## config.mk

```make
export PLATFORM = sky130hd
export DESIGN_NAME = mem_wr_pipe
export DESIGN_NICKNAME = d
export VERILOG_FILES = /design/src/rtl/mem_wr_pipe.sv
export SDC_FILE = /design/constraint.sdc
export NUM_CORES = 1
export LEC_CHECK = 0
export BUFFER_PORTS_ARGS = -buffer_cell sky130_fd_sc_hd__buf_2
export CORE_MARGIN = 2
export CORE_UTILIZATION = 55
export CTS_BUF_LIST = sky130_fd_sc_hd__clkbuf_16
export DETAILED_ROUTE_END_ITERATION = 16
export PLACE_DENSITY = 0.83
export SYNTH_ARGS = -nofsm -noshare
export SYNTH_HDL_FRONTEND = slang
export SYNTH_SLANG_ARGS = --single-unit
```

## constraint.sdc

```tcl
create_clock -name clk -period 3.6 [get_ports clk]
set_input_delay 0.36 -clock clk [delete_from_list [all_inputs] [get_ports clk]]
set_output_delay 0.36 -clock clk [all_outputs]
set_load 0.03 [all_outputs]
```

## src/rtl/mem_wr_pipe.sv

```systemverilog
// rtl/mem_wr_pipe.sv - MEM-to-WB stage register with valid/ready flow control, optional skid buffer, flush and stall
module mem_wr_pipe #(
  parameter int                DATA_W   = 32,
  parameter int                CTRL_W   = 16,
  parameter logic [CTRL_W-1:0] CLR_MASK = {CTRL_W{1'b0}},
  parameter int                SKID     = 1,
  parameter int                CNT_W    = 16
) (
  input  logic              clk,
  input  logic              rst,
  input  logic              in_valid,
  output logic              in_ready,
  input  logic [DATA_W-1:0] in_data,
  input  logic [CTRL_W-1:0] in_ctrl,
  output logic              out_valid,
  input  logic              out_ready,
  output logic [DATA_W-1:0] out_data,
  output logic [CTRL_W-1:0] out_ctrl,
  input  logic              stall,
  input  logic              flush,
  output logic [1:0]        occupancy,
  output logic [CNT_W-1:0]  stall_cnt
);

  logic              skid_full;
  logic [DATA_W-1:0] skid_data;
  logic [CTRL_W-1:0] skid_ctrl;
  logic              accept;
  logic              consume;

  // With the skid buffer, in_ready depends only on state, never on out_ready.
  assign in_ready  = rst ? 1'b0 : ((SKID != 0) ? ~skid_full : (~out_valid | out_ready));
  assign accept    = in_valid & in_ready & ~stall & ~flush;
  assign consume   = out_valid & out_ready & ~stall;
  assign occupancy = {1'b0, out_valid} + {1'b0, skid_full};

  always_ff @(posedge clk) begin
    if (rst) begin
      out_valid <= 1'b0;
      out_data  <= '0;
      out_ctrl  <= '0;
      skid_full <= 1'b0;
      skid_data <= '0;
      skid_ctrl <= '0;
      stall_cnt <= '0;
    end else begin
      if (stall && (stall_cnt != {CNT_W{1'b1}}))
        stall_cnt <= stall_cnt + {{(CNT_W-1){1'b0}}, 1'b1};

      if (flush) begin
        out_valid <= 1'b0;
        skid_full <= 1'b0;
        out_ctrl  <= '0;
      end else if (stall) begin
        out_ctrl <= out_ctrl & ~CLR_MASK;
      end else if (!out_valid || consume) begin
        // Main slot frees up: the older skid bundle always goes first.
        if (skid_full) begin
          out_data  <= skid_data;
          out_ctrl  <= skid_ctrl;
          out_valid <= 1'b1;
          if (accept) begin
            skid_data <= in_data;
            skid_ctrl <= in_ctrl;
          end else begin
            skid_full <= 1'b0;
          end
        end else if (accept) begin
          out_data  <= in_data;
          out_ctrl  <= in_ctrl;
          out_valid <= 1'b1;
        end else begin
          out_valid <= 1'b0;
        end
      end else if (accept && (SKID != 0)) begin
        skid_data <= in_data;
        skid_ctrl <= in_ctrl;
        skid_full <= 1'b1;
      end
    end
  end

endmodule

```

# After elaboration in Yosys (flattened, before gate mapping)
# Index checks and enable logic that the tools add are counted.
word_totals:
  regBits: 114
  latchBits: 0
  mem_bits_rw: 0
  romBits: 0
  inputBits: 54
  out_inout_bits: 68
  mem_count: 0
op_classes:
  n_addsub: 2
  multipliers: 0
  div: 0
  magnitude_cmp: 0
  n_eq_ne: 2
  shifts: 0
  muxes: 16
  n_bitwise: 8
  reduce_logical: 11
op_table:
  columns: ["cell", "count"]
  rows:
  - ["$mux W32", 5]
  - ["$mux W16", 5]
  - ["$add A16 B1 Y16 const B", 1]
  - ["$ne A16 B16 Y1 const B", 1]
  - ["$mux W1", 6]
  - ["$reduce_and A3 Y1", 2]
  - ["$and A1 B1 Y1", 5]
  - ["$reduce_and A2 Y1", 2]
  - ["$reduce_and A4 Y1", 1]
  - ["$reduce_bool A2 Y1", 2]
  - ["$not A1 Y1", 3]
  - ["$add A1 B1 Y2", 1]
  - ["$ne A2 B2 Y1 const B", 1]
  - ["$reduce_or A2 Y1", 1]
  - ["$logic_and A1 B1 Y1", 1]
  - ["$logic_not A1 Y1", 1]
  - ["$logic_or A1 B1 Y1", 1]

# Logic depth before layout (Yosys ltp)
depth:
  ltp_word: 8
  mapped_depth: 7
  depth_no_buf: 5

# Worst setup path after synthesis
# Ideal clock, no wire load.
synth_timing:
  kind: "reg-to-reg"
  from: "reg stall_cnt[6]"
  to: "reg stall_cnt[13]"
  setup_ns: 0.123
  arrival_time_ns: 1.936
  slack_ns: 1.540
  path_stages_with_launch: 6
  synth_period_minus_slack_ns: 2.060
  cell_sequence: "dfxtp_1 > nand4_2 > or4b_1 > buf_2 > nor4b_2 > mux2_1"
synth_between:
  elab_chain_cells: 2
synth_rtl:
  columns: ["element", "line_no", "rtl"]
  rows:
  - ["from (decl)", "22", "output logic [CNT_W-1:0] stall_cnt"]
  - ["from (signal assigned)", "48", "stall_cnt <= stall_cnt + {{(CNT_W-1){1'b0}}, 1'b1};"]
  - ["branches (longest 2 deep; another with $add A16 B1 Y16)", null, null]
# Parallel ways; which one is timed is not known.
# A chain may end at the register's enable or synchronous reset.

# Worst setup path after layout
layout_timing:
  from: "reg skid_full"
  to: "reg out_data[1]"
layout_between:
  elab_chain_cells: 7
layout_rtl:
  columns: ["element", "line_no", "rtl"]
  rows:
  - ["from (decl)", "25", "logic skid_full;"]
  - ["from (signal assigned)", "42", "skid_full <= 1'b0;"]
  - ["from (signal assigned)", "52", "skid_full <= 1'b0;"]
  - ["from (signal assigned)", "66", "skid_full <= 1'b0;"]
  - ["$not A1 Y1", "32", "assign in_ready = rst ? 1'b0 : ((SKID != 0) ? ~skid_full : (~out_valid | out_ready));"]
  - ["$mux W1", "32", null]
  - ["$and A1 B1 Y1 (3 in series)", "33", "assign accept = in_valid & in_ready & ~stall & ~flush;"]
  - ["$reduce_bool A2 Y1 (no line)", null, null]
  - ["$reduce_and A4 Y1 (no line)", null, null]
  - ["to (signal assigned)", "59", "out_data <= skid_data;"]
  - ["to (signal assigned)", "69", "out_data <= in_data;"]
  - ["to (decl)", "17", "output logic [DATA_W-1:0] out_data,"]
# Parallel ways exist; a longest one is shown, timed or not.

==> run metrics <==
initial antenna violation count 0; run status finished, final reports clean; Setup CP Type register to register; cell area after synthesis 0.00472 mm^2; Worst-path clk slew 0.06 ns; Area growth syn-to-layout 25.5%; Max-slew headroom 32.9%; # setup viols final 0; DR iter-0 viols 166; Fmax 0.389 GHz; P_leak 2.25 nW; CP max stage delay 0.96 ns; Min-Delay Path Class input port to register; Worst-Skew Late Latency 0.40 ns; Initial Util 57.2%; Post-DRT Antenna Nets 0; pin count of the biggest net entering global routing 102; WL per Instance 15.0 um; post-CTS sizing 0; min cycle time layout 2.57 ns; share of cells above drive strength 1 26.3%; Ys Warns 0; R2R Path End out_data[1]$_SDFFE_PP0P_; WP data required 3.89 ns; Reg2Reg Depth 5; Vias 4189; Cell Area, Placed 0.00536 mm^2; Die W 96.7 um; H-tree depth 4; total grt overflow 0; nets 697; Core ar. 0.00826 mm^2; CP Data Arrival Time 2.86 ns; CTS root buf clkbuf_16; ant diodes 0; Async SR Flop Fraction 0%; first-pass GRT wire length 19000 um; slowest CP cell dfxtp_4; RSZ-0062 raised after global routing false; start point of the critical path skid_full$_SDFFE_PP0P_; Port Buffer Count 121; GPL Wtd Cong 0.766; CTS tree built; final wirelength 11400 um; Mapped Cells 534; Synth Flop Type dfxtp_1; max-cap violation count 0; Num CTS Buffers 17; Post-synth EDFFs 0; I/O Pins 122; detail-routed via count per cell 5.52; DRC errors left 0; type of origin of the critical path register; skew final 0.0118 ns; critical path capture point type register; Seq/Total Area, Yosys 48.3%; Finished Cell Area 0.00593 mm^2; Critical Path, Cell by Cell inv_2 > a2111oi_4 > buf_4 > nor2_1 > a211oi_1; maximum vdd ir drop 415 uV; postcts setup bufs 0; CTS Hold Bufs 0; clock sink total 114; final setup TNS 0 ns; die outline height 96.7 um; Crit Reg-Reg Startpoint skid_full$_SDFFE_PP0P_; # rows 33; overall routing resource usage 24.7%; post-synthesis area per instance 8.85 um^2; FF+latch count, synth 114; Critical Path Sink out_data[1]$_SDFFE_PP0P_; worst-case clock buffer depth 2; DP Wirelength 7230 um; count of cell types in the netlist 46; Worst-Margin Slew 1.01 ns; worst reg2reg setup slack 1.03 ns; ratio of final minimum period to clock period 71.5%; vias in the first global route 4023; Final Max Slew Viols 0; Pre-Repair DR Iteration Count 4; DIE AREA 0.00935 mm^2; post-synth net total 590; worst-path maximum fanout 64; final hold violations 0; Pwr Density 524 mW/mm^2
==> power by group <==
part	total, mW	internal [mW]	switching [mW]
Combinational	0.208	0.0734	0.134
Sequential	1.30	1.28	0.0178
Clock	1.60	1.01	0.586
Total	3.10	2.37	0.738
==> how the worst min path moves through the flow <==
stage,depth (start not counted),endpoint,slack [ns],startpoint
2_1_floorplan,2,skid_ctrl[0]$_SDFFE_PP0P_,0.44,skid_ctrl[0]$_SDFFE_PP0P_
3_3_place_gp,2,skid_data[0]$_SDFFE_PP0P_,0.44,skid_data[0]$_SDFFE_PP0P_
3_5_place_dp,2,skid_ctrl[13]$_SDFFE_PP0P_,0.45,skid_ctrl[13]$_SDFFE_PP0P_
4_1_cts,3,skid_data[25]$_SDFFE_PP0P_,0.20,in_data[25]
5_1_grt,3,skid_data[13]$_SDFFE_PP0P_,0.20,in_data[13]
6_report,3,skid_data[12]$_SDFFE_PP0P_,0.20,in_data[12]
==> placed cells by master (no fill, tap or decap), types with 2 or more instances in the layout <==
| cell type | n |
|---|---|
| mux2i_1 | 50 |
| o21ai_0 | 3 |
| mux2_1 | 2 |
| or4_1 | 2 |
| clkinv_4 | 2 |
| bufinv_16 | 2 |
| nand3_1 | 4 |
| clkbuf_16 | 17 |
| nor3_1 | 4 |
| mux2_2 | 2 |
| ha_1 | 2 |
| nand2b_1 | 3 |
| nand4_1 | 2 |
| a211oi_1 | 49 |
| clkinv_2 | 4 |
| nand4_2 | 2 |
| buf_2 | 121 |
| or3_1 | 3 |
| nor2_1 | 62 |
| nor4_1 | 2 |
| clkinvlp_4 | 3 |
| nor2b_1 | 5 |
| a21oi_1 | 54 |
| nand2_1 | 103 |
| o31ai_1 | 2 |
| dfxtp_1 | 113 |
| buf_4 | 7 |
| inv_1 | 3 |
==> final cells by class <==
class | count | area, um^2
repair buffers | 128 | 658
flip-flops and latches | 114 | 2290
fillers | 634 | 2330
multi-input cells | 377 | 2270
clock buffers | 17 | 425
well taps | 105 | 131
inverters | 3 | 11.3
clock inverters | 15 | 143
==> flip-flops by register name (all words and copies together) (netlist names) <==
register / flops
skid_ctrl: 16
out_valid: 1
skid_data: 32
skid_full: 1
stall_cnt: 16
out_ctrl: 16
out_data: 32
==> synthesized netlist by cell type, drive strengths merged (3+ instances only) <==
cell type  instances  area [um^2]
or3                4         26.3
mux2               4         45.0
nand2b             3         18.8
dfxtp            114         2280
mux2i             50          500
nand2            103          387
nand4              4         37.5
o21ai              3         15.0
a21oi             54          270
nor2b              5         31.3
a211oi            50          380
buf               17         85.1
nand3              5         37.5
clkbuf            23         86.3
nor2              62          233
nor3               4         20.0
inv                3         11.3
nor4               4         37.5
==> worst max-delay path, delay by kind of cell, from the launching register on <==
family,cells,cell delay (ns)
buffers and inverters,2,0.73
DFF,1,0.96
AOI/OAI and AO/OA,2,0.63
and+or+nand+nor,1,0.11
==> per-layer routing <==
layer | vias up | track usage (%) | part of all wire (%)
met4 | 0 | 9.97 | 1.7
met5 | - | 0 | 0
li1 | 2092 | - | -
met1 | 1963 | 27.1 | 40
met3 | 19 | 7.08 | 6.3
met2 | 115 | 44.5 | 53
==> cell families (layout without fill, tap and decap cells) <==
kind of cell,Yosys count,after routing,synth area share [%]
fa+ha+maj,2,2,0.530
mux,54,54,11.5
flops,114,114,48.3
buf+inv,43,163,3.87
xor+xnor,1,1,0.185
compound gates,116,116,16.2
simple gates,204,204,19.3
==> stage by stage <==
| step | power, mW | setup slack [ns] | util (%) | hold WS (ns) | std cells |
|---|---|---|---|---|---|
| detailed placement | 1.53 | 1.10 | 64.9 | 0.448 | 727 |
| global route | 3.20 | 0.830 | 71.8 | 0.205 | 759 |
| finish | 3.10 | 1.03 | 71.8 | 0.201 | 759 |
| floorplan | 1.46 | 1.54 | - | 0.436 | 534 |
| CTS | 3.12 | 1.07 | 71.8 | 0.197 | 759 |
| global placement | 1.53 | 1.24 | 64.9 | 0.441 | 727 |
No activity file was read; power rests on OpenSTA's default activity.
